===== src/rtl/apb_pkg.sv =====
// Shared APB completer types: FSM state encoding, response codes and the
// byte-strobe merge used when committing a write.
package apb_pkg;

  typedef enum logic [1:0] {
    IDLE = 2'd0,
    WAIT = 2'd1,
    DONE = 2'd2
  } state_t;

  localparam logic RESP_OKAY = 1'b0;
  localparam logic RESP_ERR  = 1'b1;

  // Widest data bus the merge helper supports; callers zero-extend and truncate.
  localparam int MAX_DW = 256;

  function automatic logic [MAX_DW-1:0] strb_merge(
    input logic [MAX_DW-1:0]   cur,
    input logic [MAX_DW-1:0]   wdat,
    input logic [MAX_DW/8-1:0] strb
  );
    logic [MAX_DW-1:0] r;
    r = cur;
    for (int b = 0; b < MAX_DW/8; b++) begin
      if (strb[b]) r[b*8 +: 8] = wdat[b*8 +: 8];
    end
    return r;
  endfunction

endpackage


===== src/rtl/apb_reg_decode.sv =====
// Combinational APB register decode: byte address to register index, plus
// the valid/error verdict for a captured transfer.
module apb_reg_decode #(
  parameter int                  AW_APB     = 32,
  parameter int                  DW_APB     = 32,
  parameter int                  NUM_REGS   = 16,
  parameter logic [AW_APB-1:0]   BASE_ADDR  = '0,
  parameter logic [NUM_REGS-1:0] RO_MASK    = '0,
  parameter int                  PRIV_WRITE = 0
) (
  input  logic [AW_APB-1:0]           paddr_i,
  input  logic                        pwrite_i,
  input  logic                        pprot0_i,
  output logic [$clog2(NUM_REGS)-1:0] index_o,
  output logic                        valid_o,
  output logic                        err_o
);
  localparam int BYTES = DW_APB / 8;
  localparam int LB    = $clog2(BYTES);
  localparam int IW    = $clog2(NUM_REGS);

  logic [AW_APB-1:0] offset;

  assign offset  = paddr_i - BASE_ADDR;
  assign index_o = offset[LB +: IW];
  assign valid_o = (paddr_i >= BASE_ADDR)
                && (offset < AW_APB'(NUM_REGS * BYTES))
                && ((paddr_i & AW_APB'(BYTES - 1)) == '0);

  // Writes are refused on read-only slots and, when privileged writes are
  // enforced, on non-privileged accesses.
  assign err_o = !valid_o
              || (pwrite_i && (RO_MASK[index_o] || ((PRIV_WRITE != 0) && !pprot0_i)));

endmodule


===== src/rtl/apb_slave_regbank.sv =====
// APB completer exposing a bank of byte-strobed RW / live RO registers with
// configurable wait states and PSLVERR on bad accesses.
module apb_slave_regbank
  import apb_pkg::*;
#(
  parameter int                  AW_APB      = 32,
  parameter int                  DW_APB      = 32,
  parameter int                  NUM_REGS    = 16,
  parameter logic [AW_APB-1:0]   BASE_ADDR   = '0,
  parameter int                  WAIT_STATES = 0,
  parameter logic [NUM_REGS-1:0] RO_MASK     = '0,
  parameter int                  PRIV_WRITE  = 0
) (
  input  logic                         apb_clk,
  input  logic                         sys_aresetn,
  input  logic                         psel_i,
  input  logic                         penable_i,
  input  logic                         pwrite_i,
  input  logic [AW_APB-1:0]            paddr_i,
  input  logic [DW_APB-1:0]            pwdata_i,
  input  logic [DW_APB/8-1:0]          pstrb_i,
  input  logic [2:0]                   pprot_i,
  output logic                         pready_o,
  output logic [DW_APB-1:0]            prdata_o,
  output logic                         pslverr_o,
  input  logic [NUM_REGS*DW_APB-1:0]   ro_in,
  output logic [NUM_REGS*DW_APB-1:0]   regs_o,
  output logic [NUM_REGS-1:0]          wr_stb,
  output logic [NUM_REGS-1:0]          rd_stb
);
  localparam int IW = $clog2(NUM_REGS);
  localparam int SW = DW_APB / 8;

  state_t              state_q, state_d;
  logic [3:0]          cnt_q, cnt_d;
  logic [AW_APB-1:0]   paddr_q, paddr_d;
  logic                pwrite_q, pwrite_d;
  logic [DW_APB-1:0]   pwdata_q, pwdata_d;
  logic [SW-1:0]       pstrb_q, pstrb_d;
  logic                pprot0_q, pprot0_d;
  logic [DW_APB-1:0]   regs_q [NUM_REGS];
  logic [DW_APB-1:0]   regs_d [NUM_REGS];
  logic                pready_q, pready_d;
  logic                pslverr_q, pslverr_d;
  logic [DW_APB-1:0]   prdata_q, prdata_d;
  logic [NUM_REGS-1:0] wr_stb_q, wr_stb_d;
  logic [NUM_REGS-1:0] rd_stb_q, rd_stb_d;

  logic [DW_APB-1:0]   ro_w [NUM_REGS];
  logic [IW-1:0]       idx;
  logic                dec_valid;
  logic                dec_err;
  logic                unused_pprot;

  assign unused_pprot = ^pprot_i[2:1];

  apb_reg_decode #(
    .AW_APB    (AW_APB),
    .DW_APB    (DW_APB),
    .NUM_REGS  (NUM_REGS),
    .BASE_ADDR (BASE_ADDR),
    .RO_MASK   (RO_MASK),
    .PRIV_WRITE(PRIV_WRITE)
  ) u_decode (
    .paddr_i (paddr_q),
    .pwrite_i(pwrite_q),
    .pprot0_i(pprot0_q),
    .index_o (idx),
    .valid_o (dec_valid),
    .err_o   (dec_err)
  );

  for (genvar g = 0; g < NUM_REGS; g++) begin : g_slices
    assign ro_w[g]                   = ro_in[g*DW_APB +: DW_APB];
    assign regs_o[g*DW_APB +: DW_APB] = RO_MASK[g] ? '0 : regs_q[g];
  end

  always_comb begin
    state_d   = state_q;
    cnt_d     = cnt_q;
    paddr_d   = paddr_q;
    pwrite_d  = pwrite_q;
    pwdata_d  = pwdata_q;
    pstrb_d   = pstrb_q;
    pprot0_d  = pprot0_q;
    regs_d    = regs_q;
    pready_d  = 1'b0;
    pslverr_d = RESP_OKAY;
    prdata_d  = '0;
    wr_stb_d  = '0;
    rd_stb_d  = '0;
    case (state_q)
      IDLE: begin
        if (psel_i && !penable_i) begin
          paddr_d  = paddr_i;
          pwrite_d = pwrite_i;
          pwdata_d = pwdata_i;
          pstrb_d  = pstrb_i;
          pprot0_d = pprot_i[0];
          cnt_d    = 4'(WAIT_STATES);
          state_d  = WAIT;
        end
      end
      WAIT: begin
        // Dropping psel abandons the transfer before anything is committed.
        if (!psel_i) begin
          state_d = IDLE;
        end else if (penable_i) begin
          if (cnt_q != 4'd0) begin
            cnt_d = cnt_q - 4'd1;
          end else begin
            state_d  = DONE;
            pready_d = 1'b1;
            if (dec_err) begin
              pslverr_d = RESP_ERR;
            end else if (pwrite_q) begin
              regs_d[idx]   = DW_APB'(strb_merge(MAX_DW'(regs_q[idx]), MAX_DW'(pwdata_q),
                                                 (MAX_DW/8)'(pstrb_q)));
              wr_stb_d[idx] = 1'b1;
            end else begin
              prdata_d      = RO_MASK[idx] ? ro_w[idx] : regs_q[idx];
              rd_stb_d[idx] = 1'b1;
            end
          end
        end
      end
      DONE:    state_d = IDLE;
      default: state_d = IDLE;
    endcase
  end

  always_ff @(posedge apb_clk) begin
    if (!sys_aresetn) begin
      state_q   <= IDLE;
      cnt_q     <= '0;
      pready_q  <= 1'b0;
      pslverr_q <= 1'b0;
      prdata_q  <= '0;
      wr_stb_q  <= '0;
      rd_stb_q  <= '0;
      for (int i = 0; i < NUM_REGS; i++) regs_q[i] <= '0;
    end else begin
      state_q   <= state_d;
      cnt_q     <= cnt_d;
      pready_q  <= pready_d;
      pslverr_q <= pslverr_d;
      prdata_q  <= prdata_d;
      wr_stb_q  <= wr_stb_d;
      rd_stb_q  <= rd_stb_d;
      regs_q    <= regs_d;
    end
  end

  // Captured transfer attributes are only consumed after a fresh setup phase.
  always_ff @(posedge apb_clk) begin
    paddr_q  <= paddr_d;
    pwrite_q <= pwrite_d;
    pwdata_q <= pwdata_d;
    pstrb_q  <= pstrb_d;
    pprot0_q <= pprot0_d;
  end

  assign pready_o  = pready_q;
  assign pslverr_o = pslverr_q;
  assign prdata_o  = prdata_q;
  assign wr_stb    = wr_stb_q;
  assign rd_stb    = rd_stb_q;

endmodule


===== config.mk =====
export PLATFORM = sky130hd
export DESIGN_NAME = apb_slave_regbank
export DESIGN_NICKNAME = d
export VERILOG_FILES = /design/src/rtl/apb_pkg.sv /design/src/rtl/apb_reg_decode.sv /design/src/rtl/apb_slave_regbank.sv
export SDC_FILE = /design/constraint.sdc
export NUM_CORES = 1
export LEC_CHECK = 0
export ABC_AREA = 0
export BUFFER_PORTS_ARGS = -buffer_cell sky130_fd_sc_hd__buf_2
export CELL_PAD_IN_SITES_DETAIL_PLACEMENT = 0
export CELL_PAD_IN_SITES_GLOBAL_PLACEMENT = 1
export CORE_AREA = 2 2 455 457
export CTS_CLUSTER_DIAMETER = 60
export DETAILED_ROUTE_END_ITERATION = 10
export DIE_AREA = 0 0 457 459
export PLACE_DENSITY = 0.38
export SETUP_SLACK_MARGIN = 0.2
export SYNTH_ARGS = -nofsm -noshare
export SYNTH_HDL_FRONTEND = slang
export SYNTH_HIERARCHICAL = 1
export SYNTH_SLANG_ARGS = --single-unit
export TNS_END_PERCENT = 30

===== constraint.sdc =====
create_clock -name apb_clk -period 4.53 [get_ports apb_clk]
set_input_delay 0.906 -clock apb_clk [delete_from_list [all_inputs] [get_ports apb_clk]]
set_output_delay 0.906 -clock apb_clk [all_outputs]
set_load 0.02 [all_outputs]

Word-level counts from Yosys, hierarchy flattened
Memories as Yosys holds them, arrays and structs flattened. A register that Yosys moved wholly into a read port is not among the register bits.
Index checks and enable logic that the tools add are counted.
{"block": "word_totals", "elab_cells": 125, "n_memories": 1, "output_inout_bits": 578, "inputBits": 588, "register_bits": 653, "rom_bits": 16}
{"name": "(name not given)", "words": 16, "width": 1, "read_ports": 1, "rd_ports_with_merged_regs": 1, "write_ports": 0, "line": "apb_reg_decode.sv:33", "rtl": "|| (pwrite_i && (RO_MASK[index_o] || ((PRIV_WRITE != 0) && !pprot0_i)));"}
{"block": "op_classes", "bitwise_logic": 8, "n_eq_ne": 7, "reduce_logical": 21, "n_lt_le_gt_ge": 6, "n_mux": 54, "n_addsub": 1}
{"cell": "$bwmux W512", "count": 1}
{"cell": "$bmux W32 S4", "count": 2}
{"cell": "$mux W8", "count": 28}
{"cell": "$mux W32", "count": 6}
{"cell": "$demux W32 S4", "count": 1}
{"cell": "$ge A32 B1 Y1 const B", "count": 1}
{"cell": "$logic_not A32 Y1", "count": 1}
{"cell": "$lt A32 B7 Y1 const B", "count": 1}
{"cell": "$mux W4", "count": 5}
{"cell": "$reduce_or A7 Y1", "count": 2}
{"cell": "$mux W2", "count": 4}
{"cell": "$ne A2 B2 Y1 const B", "count": 4}
{"cell": "$pmux W4 S2", "count": 1}
{"cell": "$not A1 Y1", "count": 7}
{"cell": "$logic_and A1 B1 Y1", "count": 6}
{"cell": "$ne A3 B3 Y1 const B", "count": 2}
{"cell": "$reduce_and A6 Y1", "count": 1}
{"cell": "$ge A5 B5 Y1 const B", "count": 1}
{"cell": "$lt A4 B5 Y1 const B", "count": 1}
{"cell": "$lt A5 B1 Y1 const B", "count": 1}
{"cell": "$not A4 Y5", "count": 1}
{"cell": "$reduce_and A5 Y1", "count": 1}
{"cell": "$reduce_or A5 Y1", "count": 1}
{"cell": "$demux W1 S4", "count": 1}
{"cell": "other kinds (13)", "count": 17}

Depth between registers and ports, before layout
{"block": "depth", "depth_word": 12, "depth_mapped": 11, "mapped_depth_nobuf": 7}

Hierarchy
Netlist, hierarchy kept.
{"mod": "apb_slave_regbank", "area_per_inst_um2": 25981.2, "seq_area_each_um2": 13793.2, "cells_per_inst": 2626, "n_inst": 1}
{"mod": "apb_reg_decode", "area_per_inst_um2": 101.3, "seq_area_each_um2": 0.0, "cells_per_inst": 15, "n_inst": 1}

Least setup slack after synthesis
No wires, ideal clock.
{"block": "synth_path", "kind": "input to register", "start": "in penable_i", "end": "reg cnt_q[3]", "setup_ns": 0.070, "slack_ns": 0.719, "arrival_ns": 3.741, "path_stages": 5, "cell_sequence": "or4b_2 inv_1 a21oi_1 or3_1 a21oi_1"}
{"block": "synth_between", "elab_chain_len": 4, "elab_cells_between_ends": 5, "cone_classes": "eq/ne (2); reduce/logical (3)"}
{"element": "from (decl)", "line": "apb_slave_regbank.sv:17", "rtl": "input logic penable_i,"}
{"element": "$logic_not A1 Y1", "line": "apb_slave_regbank.sv:94", "rtl": "if (psel_i && !penable_i) begin"}
{"element": "$logic_and A1 B1 Y1", "line": "apb_slave_regbank.sv:94"}
{"element": "$ne A2 B2 Y1 (no line)"}
{"element": "$reduce_and A5 Y1 (no line) (*)"}
{"element": "to (signal assigned)", "line": "apb_slave_regbank.sv:144", "rtl": "cnt_q <= cnt_d;"}
{"element": "to (decl)", "line": "apb_slave_regbank.sv:35", "rtl": "logic [3:0] cnt_q, cnt_d;"}
Every way passes the cells marked *; elsewhere a longest branch is shown, timed or not.
A chain may end at the register's enable or synchronous reset.

Worst setup path after layout
{"block": "layout_path", "start": "reg paddr_q[2]", "end": "reg regs_q, in the netlist regs_o[136]"}
{"block": "layout_between", "elab_chain_len": 12, "elab_cells_between_ends": 25, "cone_classes": "order compare (4); mux (13); bitwise (2); reduce/logical (6)"}
{"element": "from (decl)", "line": "apb_slave_regbank.sv:36", "rtl": "logic [AW_APB-1:0] paddr_q, paddr_d;"}
{"element": "from (signal assigned)", "line": "apb_slave_regbank.sv:156", "rtl": "paddr_q <= paddr_d;"}
{"element": "$not A4 Y5 (implied by the code)", "line": "apb_slave_regbank.sv:117", "rtl": "regs_d[idx] = DW_APB'(strb_merge(MAX_DW'(regs_q[idx]), MAX_DW'(pwdata_q),"}
{"element": "$bmux W32 S4", "line": "apb_slave_regbank.sv:117"}
{"element": "$mux W32 (implied by the code) (2 in a row)", "line": "apb_slave_regbank.sv:117"}
{"element": "$mux W8", "line": "apb_pkg.sv:25", "rtl": "if (strb[b]) r[b*8 +: 8] = wdat[b*8 +: 8];"}
{"element": "$mux W8", "line": "apb_slave_regbank.sv:116", "rtl": "end else if (pwrite_q) begin"}
{"element": "$mux W8", "line": "apb_slave_regbank.sv:114", "rtl": "if (dec_err) begin"}
{"element": "$mux W8", "line": "apb_slave_regbank.sv:109", "rtl": "if (cnt_q != 4'd0) begin"}
{"element": "$mux W8", "line": "apb_slave_regbank.sv:108", "rtl": "end else if (penable_i) begin"}
{"element": "$mux W8", "line": "apb_slave_regbank.sv:106", "rtl": "if (!psel_i) begin"}
{"element": "$mux W8", "line": "apb_slave_regbank.sv:92", "rtl": "case (state_q)"}
{"element": "$bwmux W512", "line": "apb_slave_regbank.sv:117"}
{"element": "to (signal assigned)", "line": "apb_slave_regbank.sv:150", "rtl": "regs_q <= regs_d;"}
{"element": "to (decl)", "line": "apb_slave_regbank.sv:41", "rtl": "logic [DW_APB-1:0] regs_q [NUM_REGS];"}
Several ways; a longest one is shown, not always the timed one. The select of a mux whose other input is x is not followed.

==> out/qor.yml <==
fin_cells: 6048
worstSetupPathType: "flop to flop"
cp_max_fo: 20
unrepaired_setup_endpoints_after_global_routing: "no"
register_area_um2: 13760
numPortBuffers: 650
timing.setup.tns_ps: 0
viasPerCell: 4.161
slew_at_the_pin_closest_to_its_max_slew_limit_ps: 1338
first_global_vias: 24420
fin_ws_ps: 1058
multi_input_area_um2: 11180
fin_crit_sh_pct: 76.64
grt_first_pass_wirelength_um: 228200
finalSetupViolCount: 0
number_of_antenna_violations_at_the_first_check_in_global_routing: 37
numPlacedInstances: 5845
fin_worst_skew_ps: 39.10
pwr-share-seq_pct: 39.6
finish.net_count: 3837
post_cts_setup_buffer_count: 0
combinationalPowerShare_pct: 5.3
status: "finished, final reports clean"
p_per_area_nw_per_um2: 409.5
final_antenna_net_count: 0
die_h_um: 459
grt_util_all_layers_pct: 15.74
worst-endpoint-arrival_ps: 4070
power_frac_clock_pct: 55.1
post_synth_instance_area_um2: 26050
grt_overflow: 0
clock_tree_from_tritoncts: "built"
cellInternalPower_uw: 11010
via_count: 25170
cts_inserted_buffers: 104
detail_route.wl_per_cell_um: 28.28
synthesized_net_count: 3229
grt_max_degree: 203
worst_ir_drop_vdd_v: 0.0003027
totalWireLength_um: 171100
floorplan.die_area_um2: 209800
cts_htree_levels: 3
fin_crit_ps: 3472
cts.sinks: 653
max-cap-violations: 0
holdBufCountCts: 0
cts-resized-gates: 0
crit_path_end_kind: "flop"
power.leakage_uw: 0.01491
timing.hold.worst.class: "input pin to flop"
total_power_uw: 14900
fmaxAchievable_mhz: 288.0
power.net_switching_uw: 3895
syn_inst_count: 2639
drt_drc_violations_left: 0
yosysWarnings: 6
clkSlewWorstSetupHoldPaths_ps: 60
detailedPlacementHpwl_um: 121500
ios: 1166
cts-root-buf: "sky130_fd_sc_hd__clkbuf_16"
std_cell_core_area_um2: 205600
cts_buffer_depth: 3
critPathRequiredTime_ps: 5130
synthToLayoutAreaGrowth_pct: 39.71
postSynthAreaPerCell_um2: 9.871
row_count: 167
place_worst_setup_slack_ps: 1049
detailedRoute.firstIterationViolations: 2196
detailedRoute.firstPassIterationCount: 6
max-slew-margin-rel_pct: 10.79
worst_skew_pair.late_latency_ps: 750
hold_slack_ps: 330.8
fill_cells: 23110
die_w_um: 457
launching_element_type_of_the_critical_path: "flop"
netSwitchingFraction_pct: 26.14
finalMaxSlewViolations: 0
post_route_cells_drive_above_1_share_pct: 30.40
floorplan.initialDensity_pct: 12.67
gp_congestion: 0.7764
final_count_of_hold_timing_violations: 0
[final timing paths]
path	cells past startpoint	start	slack [ps]	end
max	6	paddr_q[2]	1060	regs_o[136]
max reg2reg	6	paddr_q[2]	1060	regs_o[136]
min reg2reg	2	state_q[0]	490	state_q[0]
min	1	pwdata_i[21]	330	pwdata_q[21]
[sequential cells by signal, indices dropped and copies added (netlist names)]
signal     flops
pwdata_q      32
pwrite_q       1
rd_stb        16
pready_o       1
pstrb_q        4
regs_o       512
wr_stb        16
pslverr_o      1
cnt_q          4
paddr_q       32
state_q        2
prdata_o      32
[cell usage in the layout, fill, tap and decap left out, types with 3 or more instances in the layout]
| cell type | instances |
|---|---|
| sky130_fd_sc_hd__a21oi_1 | 292 |
| sky130_fd_sc_hd__a22oi_1 | 128 |
| sky130_fd_sc_hd__a31oi_1 | 256 |
| sky130_fd_sc_hd__a32oi_1 | 24 |
| sky130_fd_sc_hd__a32oi_2 | 8 |
| sky130_fd_sc_hd__buf_12 | 20 |
| sky130_fd_sc_hd__buf_2 | 649 |
| sky130_fd_sc_hd__buf_4 | 113 |
| sky130_fd_sc_hd__bufinv_16 | 5 |
| sky130_fd_sc_hd__clkbuf_1 | 16 |
| sky130_fd_sc_hd__clkbuf_16 | 107 |
| sky130_fd_sc_hd__clkbuf_8 | 17 |
| sky130_fd_sc_hd__clkinv_2 | 17 |
| sky130_fd_sc_hd__clkinv_4 | 7 |
| sky130_fd_sc_hd__clkinvlp_4 | 9 |
| sky130_fd_sc_hd__dfxtp_1 | 584 |
| sky130_fd_sc_hd__diode_2 | 8 |
| sky130_fd_sc_hd__edfxtp_1 | 69 |
| sky130_fd_sc_hd__inv_1 | 3 |
| sky130_fd_sc_hd__inv_6 | 11 |
| sky130_fd_sc_hd__mux2i_1 | 256 |
| sky130_fd_sc_hd__nand3_1 | 65 |
| sky130_fd_sc_hd__nand3b_1 | 33 |
| sky130_fd_sc_hd__nand4b_1 | 4 |
| sky130_fd_sc_hd__nand4bb_1 | 6 |
| sky130_fd_sc_hd__nor2_1 | 39 |
| sky130_fd_sc_hd__nor2_4 | 16 |
| sky130_fd_sc_hd__nor2b_1 | 3 |
| sky130_fd_sc_hd__nor4_1 | 6 |
| sky130_fd_sc_hd__nor4_2 | 4 |
| sky130_fd_sc_hd__nor4_4 | 13 |
| sky130_fd_sc_hd__o21ai_0 | 488 |
| sky130_fd_sc_hd__o21ai_1 | 27 |
| sky130_fd_sc_hd__or3_1 | 3 |
[worst max-delay path, stage by stage (launching register included)]
cell and delay [ps]:
sky130_fd_sc_hd__edfxtp_1 850, sky130_fd_sc_hd__nor2b_4 890, sky130_fd_sc_hd__buf_4 400, sky130_fd_sc_hd__a22oi_1 190
sky130_fd_sc_hd__a32oi_1 570, sky130_fd_sc_hd__buf_4 310, sky130_fd_sc_hd__a21oi_1 90
[routing by layer]
metal	vias up	track usage, %	wire length (µm)
li1	11310	-	-
met3	228	3.666	10400
met4	4	6.067	7072
met2	961	24.17	75230
met1	12660	21.22	78320
met5	-	0	24
[power groups by stage]
stage / sequential, µW / combinational [µW] / clock, µW
detailed placement: 6030 / 802 / 0
floorplan: 6010 / 391 / 0
finish: 5900 / 789 / 8210
CTS: 5900 / 802 / 8470
global route: 5900 / 843 / 8680
global placement: 6030 / 805 / 0
[cell type report]
| class | instances | area share (%) |
|---|---|---|
| clock buffer | 140 | 8.165 |
| multi-input combinational | 1701 | 30.72 |
| timing repair buffer | 783 | 12.40 |
| inverter | 4 | 0.04813 |
| tap | 2704 | 9.297 |
| sequential | 653 | 37.82 |
| clock inverter | 55 | 1.499 |
| antenna | 8 | 0.05501 |
[metrics by stage]
| step | utilization, % | instance area, µm² |
|---|---|---|
| floorplan | - | 26050 |
| global placement | 15.98 | 32860 |
| detailed placement | 15.98 | 32860 |
| CTS | 17.69 | 36370 |
| global route | 17.69 | 36380 |
| finish | 17.70 | 36390 |
Power figures use the tool's default switching activity.
